==> config.mk <==
export PLATFORM = sky130hd
export DESIGN_NAME = koa_seq_mult
export DESIGN_NICKNAME = d
export VERILOG_FILES = /design/src/rtl/koa_seq_mult.sv
export SDC_FILE = /design/constraint.sdc
export NUM_CORES = 1
export LEC_CHECK = 0
export ABC_CLOCK_PERIOD_IN_PS = 8200
export BUFFER_PORTS_ARGS = -buffer_cell sky130_fd_sc_hd__buf_2
export CORE_MARGIN = 5
export CORE_UTILIZATION = 33
export DETAILED_ROUTE_END_ITERATION = 7
export PLACE_DENSITY = 0.49
export SETUP_SLACK_MARGIN = 0.05
export SLEW_MARGIN = 20
export SYNTH_ARGS = -nofsm -noshare
export SYNTH_HDL_FRONTEND = slang
export SYNTH_SLANG_ARGS = --single-unit
==> constraint.sdc <==
create_clock -name clk -period 8.2 [get_ports clk]
set_input_delay 0.82 -clock clk [delete_from_list [all_inputs] [get_ports clk]]
set_output_delay 0.82 -clock clk [all_outputs]
set_load 0.05 [all_outputs]
==> src/rtl/koa_seq_mult.sv <==
// Sequential Karatsuba significand multiplier: one shared (L+1)x(L+1) multiplier
// produces the three sub-products over three cycles, then a fourth cycle combines them.
module koa_seq_mult #(
    parameter int unsigned SW   = 24,
    parameter int unsigned LOWL = 4
) (
    input  logic            clk,
    input  logic            rst,
    input  logic            start_i,
    input  logic            approx_i,
    input  logic [SW-1:0]   Data_A_i,
    input  logic [SW-1:0]   Data_B_i,
    output logic            busy_o,
    output logic            done_o,
    output logic [2*SW-1:0] sgf_result_o
);

    localparam int unsigned H  = SW / 2;
    localparam int unsigned L  = SW - H;
    localparam int unsigned M  = L + 1;
    localparam int unsigned PW = 2 * M;
    localparam int unsigned RW = 2 * SW;

    // Bits of the pre-adders that are OR-ed instead of added in approximate mode.
    localparam logic [M-1:0] LOW_MASK = M'((64'd1 << LOWL) - 64'd1);

    typedef enum logic [2:0] {
        IDLE  = 3'd0,
        MLOW  = 3'd1,
        MHIGH = 3'd2,
        MMID  = 3'd3,
        COMB  = 3'd4
    } state_t;

    state_t state;
    state_t state_next;

    logic          accept_c;
    logic          load_low_c;
    logic          load_high_c;
    logic          load_mid_c;
    logic          load_res_c;

    logic [SW-1:0]  a_q;
    logic [SW-1:0]  b_q;
    logic           approx_q;
    logic [2*L-1:0] p_low;
    logic [2*H-1:0] p_high;
    logic [PW-1:0]  p_mid;

    logic [M-1:0]   ah;
    logic [M-1:0]   al;
    logic [M-1:0]   bh;
    logic [M-1:0]   bl;
    logic [M-1:0]   sa;
    logic [M-1:0]   sb;
    logic [M-1:0]   mul_a;
    logic [M-1:0]   mul_b;
    logic [PW-1:0]  prod;
    logic [RW-1:0]  mid_term;
    logic [RW-1:0]  combined;

    // Exact add, or carry-free OR on the low LOWL bits plus exact add above them.
    function automatic logic [M-1:0] pre_add(input logic [M-1:0] hi,
                                             input logic [M-1:0] lo,
                                             input logic         approx);
        logic [M-1:0] exact_sum;
        logic [M-1:0] upper_sum;
        exact_sum = hi + lo;
        upper_sum = (hi & ~LOW_MASK) + (lo & ~LOW_MASK);
        return approx ? (upper_sum | ((hi | lo) & LOW_MASK)) : exact_sum;
    endfunction

    // State register
    always_ff @(posedge clk) begin
        if (!rst) begin
            state <= IDLE;
        end else begin
            state <= state_next;
        end
    end

    // Next-state logic
    always_comb begin
        state_next = state;
        case (state)
            IDLE:    if (start_i) state_next = MLOW;
            MLOW:    state_next = MHIGH;
            MHIGH:   state_next = MMID;
            MMID:    state_next = COMB;
            COMB:    state_next = IDLE;
            default: state_next = IDLE;
        endcase
    end

    // Control decode
    always_comb begin
        accept_c    = 1'b0;
        load_low_c  = 1'b0;
        load_high_c = 1'b0;
        load_mid_c  = 1'b0;
        load_res_c  = 1'b0;
        case (state)
            IDLE:    accept_c    = start_i;
            MLOW:    load_low_c  = 1'b1;
            MHIGH:   load_high_c = 1'b1;
            MMID:    load_mid_c  = 1'b1;
            COMB:    load_res_c  = 1'b1;
            default: ;
        endcase
    end

    // Operand halves, zero-extended to the shared multiplier width
    always_comb begin
        ah = M'(a_q[SW-1:L]);
        al = M'(a_q[L-1:0]);
        bh = M'(b_q[SW-1:L]);
        bl = M'(b_q[L-1:0]);
        sa = pre_add(ah, al, approx_q);
        sb = pre_add(bh, bl, approx_q);
    end

    // Shared multiplier operand select
    always_comb begin
        mul_a = '0;
        mul_b = '0;
        case (state)
            MLOW: begin
                mul_a = al;
                mul_b = bl;
            end
            MHIGH: begin
                mul_a = ah;
                mul_b = bh;
            end
            MMID: begin
                mul_a = sa;
                mul_b = sb;
            end
            default: ;
        endcase
    end

    assign prod = PW'(mul_a) * PW'(mul_b);

    // Karatsuba recombination; the middle term wraps modulo 2^(2SW) when negative
    always_comb begin
        mid_term = RW'(p_mid) - RW'(p_high) - RW'(p_low);
        combined = (RW'(p_high) << (2 * L)) + (mid_term << L) + RW'(p_low);
    end

    // Datapath and registered outputs
    always_ff @(posedge clk) begin
        if (!rst) begin
            a_q          <= '0;
            b_q          <= '0;
            approx_q     <= 1'b0;
            p_low        <= '0;
            p_high       <= '0;
            p_mid        <= '0;
            sgf_result_o <= '0;
            busy_o       <= 1'b0;
            done_o       <= 1'b0;
        end else begin
            if (accept_c) begin
                a_q      <= Data_A_i;
                b_q      <= Data_B_i;
                approx_q <= approx_i;
            end
            if (load_low_c) begin
                p_low <= prod[2*L-1:0];
            end
            if (load_high_c) begin
                p_high <= prod[2*H-1:0];
            end
            if (load_mid_c) begin
                p_mid <= prod;
            end
            if (load_res_c) begin
                sgf_result_o <= combined;
            end
            busy_o <= (state_next != IDLE);
            done_o <= load_res_c;
        end
    end

endmodule
Word level (Yosys, flattened, before mapping)

Cells that the tools add are included.

Register bits after elaboration: 176
Input port bits: 52
Output and inout port bits: 50
Word-level logic and storage cells: 40

Add/sub/neg operators: 8
Multiply operators: 1
Eq/ne operators: 4
Muxes and demuxes: 11
Bitwise operators: 4
Reductions and logical operators: 2

Operators by type and width:

| kind                                                                  | number |
|---|---|
| 13-bit case mux with 3 select lines                                   | 2 |
| 12-bit by 12-bit adder with 13-bit output                             | 4 |
| 48-bit by 24-bit adder with 48-bit output                             | 1 |
| 48-bit adder                                                          | 1 |
| 27-bit by 25-bit subtractor with 28-bit output                        | 1 |
| 26-bit by 24-bit subtractor with 27-bit output                        | 1 |
| 13-bit by 13-bit multiplier with 26-bit output                        | 1 |
| 13-bit two-way mux                                                    | 2 |
| 13-bit by 4-bit bitwise OR with 13-bit output                         | 2 |
| 3-bit case mux with 4 select lines                                    | 1 |
| 4-bit bitwise OR                                                      | 2 |
| 3-bit by 2-bit equality test with 1-bit output, second input constant | 2 |
| 1-bit two-way mux                                                     | 5 |
| 3-bit by 1-bit equality test with 1-bit output, second input constant | 1 |
| 3-bit equality test, second input constant                            | 1 |
| 3-bit zero test                                                       | 1 |
| 3-bit two-way mux                                                     | 1 |
| 3-bit nonzero test                                                    | 1 |

Logic depth before layout (Yosys ltp)

Depth after elaboration: 5
Gate-level depth with buffers: 34
Gate-level depth less buffers: 32

Least setup slack after synthesis

No wires, ideal clock.

Kind: reg-to-reg
Start: register b_q[1]
End: register p_mid[25]
Library setup time: 0.074 ns
Arrival time: 7.618 ns
Required time: 8.126 ns
Slack: 0.507 ns
Cell stages (with the launch flop): 31
Path buffers: 1
Clock period less this slack: 7.693 ns
Path through: dfxtp_1 inv_1 ha_1 a21o_1 a21oi_2 o21ai_1 a311o_1 a2111oi_1 o41ai_1 xor2_1 a222oi_1 nor2_1 and2_1 fa_1 fa_1 fa_1 fa_1 inv_1 fa_1 inv_1 ha_1 clkbuf_1 nand3_1 o22ai_1 nor2_1 nand3_1 o211a_1 o21a_1 o21a_1 or4_1 a31oi_1

Cells in the longest elaborated chain, start to end: 5

RTL lines:

| element                                                                           | RTL line | source |
|---|---|---|
| start, declared                                                                   | 45       | `logic [SW-1:0] b_q;` |
| start signal, assigned                                                            | 167      | `b_q <= Data_B_i;` |
| branches (longest 3 deep; another with 12-bit by 12-bit adder with 13-bit output) | --       |  |
| 13-bit case mux with 3 select lines (*)                                           | 127      | `case (state)` |
| 13-bit by 13-bit multiplier with 26-bit output (*)                                | 144      | `assign prod = PW'(mul_a) * PW'(mul_b);` |
| end signal, assigned                                                              | 177      | `p_mid <= prod;` |
| end, declared                                                                     | 49       | `logic [PW-1:0] p_mid;` |

Every way passes the cells marked *.
A chain may end at the register's enable or synchronous reset.

Final worst setup path

Same ends and word-level chain as after synthesis.

==> results.cfg <==
[timing]
layout_setup_ws_ps = 459
grt_setup_unrepaired = true
hold_viol_final = 0
fin_skew_ps = 13.1
tns_ps = 0
fmax_ghz = 0.129
slew_headroom_pct = 32.6
finalMaxSlewViolations = 0
fin_crit_sh_pct = 94.4
layout_min_cycle_time_ps = 7740
tightest_slew_ps = 1010
setup_viol = 0

[floorplan]
dieArea_um2 = 57000
core_area_um2 = 51600
die_x_um = 239
rows = 83
initial_core_util_pct = 33.4
die_height_um = 239
ios = 102

[cts]
clk_pin_slew_ps = 70
postCtsSetupBuffers = 0
h-tree-depth = 4
cts_tree = done
root_buffer = clkbuf_16
clkSinkCount = 176
cts_buffers = 17
clockBufferDepth = 2
clock_latency_ps = 480
ctsHoldBuffers = 0

[route]
ant_nets = 0
drc = 0
wire_per_inst_um = 16.0
firstDrtPassIters = 5
viasPerCell = 4.94
vias = 14892
dr.first_iter.drc_count = 661
routed_wl_mm = 48.3

[synth]
seq_area_frac_synth_pct = 20.4
synth-seq-cells = 176
postSynthAreaPerCell_um2 = 7.66
netlist_area_um2 = 17300
synth_commonest_cells = 438 x nand2_1, 278 x inv_1, 248 x a21oi_1
async_flop_share_pct = 0
synth_top_area_share_pct = 20.4
synth_area_leaders = dfxtp_1 20%, fa_1 15%, ha_1 13%, nand2_1 9.5%, a21oi_1 7.2%
synth_cell_types = 66
yosysTopAreaCell = dfxtp_1
synthFlopType = dfxtp_1
synthCells = 2254
yosysMostFrequentCell = nand2_1
yosys_warnings = 0
synth_edf_count = 0
syn_nets = 2620

[global_route]
grt_use_met2_pct = 29.7
grt_pass1_wl_mm = 80.0
antenna_found_initial = 0
gr-usage-met3_pct = 2.46
grtUsageTotal_pct = 17.3
grt_max_degree = 93
overflow = 0
grt_pass1_vias = 15085
grt_use_met1_pct = 22.7
busiest_layer = met2

[worst_setup_path]
cp-end-kind = flop
arrival_ps = 8140
worst-path-max-fanout = 4
cp.required_ps = 8600
start_kind = flop
worst_path_max_delay_cell = fa_1
path_common_cell = fa_1
path_delay_family = adder cells
crit_type = reg2reg
path_buf_inv = 4
max_stage_delay_ps = 550

[placed_design]
dpl.hpwl_mm = 39.1
place_ws_ps = 29.0
place_area_um2 = 18600
place_congestion = 0.918
port_buffers = 101

[flow_run]
drv_cap = 0

[pwr]
ir_drop_v = 0.000156
powerDensity_nw_per_um2 = 159
p_leak_nw = 8.73
p_total_mw = 3.07

[cells_and_area]
diodes = 0
syn2layout_area_growth_pct = 11.7
fillers = 5400
utilization_pct = 37.4
drive_gt1_share_pct = 9.29
stdcell_area_um2 = 19300
final_nets = 2690

[run_status]
status = completed

[worst_hold_path]
hold_path_class = reg2reg
## cells in the final DEF (no fill, tap or decap), drive strengths merged, types with 5 or more instances in the layout
cell type,instances
a211o,6
a211oi,17
a21boi,6
a21o,41
a21oi,251
a22oi,17
a31oi,13
and2,36
and3,10
buf,144
clkbuf,18
dfxtp,176
fa,128
ha,186
inv,286
nand2,438
nand2b,27
nand3,35
nand3b,6
nand4,9
nor2,117
nor2b,21
nor3,30
o211ai,20
o21a,20
o21ai,75
o21bai,18
o31a,6
or2,12
or3,14
or4,5
xnor2,66
xor2,28
## tightest hold or removal path, delay by kind of cell (launching register included)
kind            cells  cell delay (ps)
compound gates      1               50
flops               1              310
simple gates        1               50
## flip-flops by register name, summed over array words and instances, names as in the netlist
register / flops
approx_q: 1
p_high: 24
a_q: 24
b_q: 24
state: 3
p_mid: 26
busy_o: 1
sgf_result_o: 48
p_low: 24
done_o: 1
## cell type report
type | count | area (um^2) | share of cell area [%]
well taps | 680 | 851 | 4.41
flip-flops and latches | 176 | 3530 | 18.3
repair buffers | 144 | 828 | 4.30
multi-input cells | 1707 | 12400 | 64.4
inverters | 278 | 1050 | 5.42
clock buffers | 18 | 439 | 2.28
clock inverters | 14 | 168 | 0.869
## metrics by stage
stage / instances / hold slack (ps)
after floorplan: 2254 / 436
after global placement: 2985 / 435
after detailed placement: 2985 / 442
after CTS: 3017 / 451
after global routing: 3017 / 460
final: 3017 / 448
## worst paths after layout
check	from	end	slack [ps]	cells past startpoint
worst min register to register	sgf_result_o[34]	sgf_result_o[34]	450	2
worst max register to register	b_q[1]	p_mid[25]	460	30
worst max-delay path	b_q[1]	p_mid[25]	460	30
worst min-delay path	sgf_result_o[34]	sgf_result_o[34]	450	2
## metal layers
metal / share of wire, % / vias up
met3: 2.8 / 50
met2: 48 / 201
li1: - / 7596
met5: 0 / -
met1: 47 / 7045
met4: 2.2 / 0
## cells by family after synthesis
group | synth area share [%]
AND/OR/NAND/NOR | 19.4
AO/OA/AOI/OAI | 18.9
buffers and inverters | 8.07
adder cells (fa/ha/maj) | 28.3
flip-flops | 20.4
XOR/XNOR | 4.77
multiplexers | 0.116
## timing repair
| action | CTS | global route |
|---|---|---|
| gates resized for setup | 1 | 15 |
| hold endpoints to repair | 0 | 0 |
| cloned | 0 | 0 |
| endpoints found under the setup margin | 2 | 23 |
| pin swaps | 0 | 8 |
## power breakdown
part	switching [mW]	internal [mW]	leakage, nW	total [mW]
Sequential	0.0322	0.881	1.43	0.914
Combinational	0.772	0.524	7.01	1.30
Clock	0.392	0.467	0.293	0.859
Note: power is estimated with default switching activity, not from simulation.
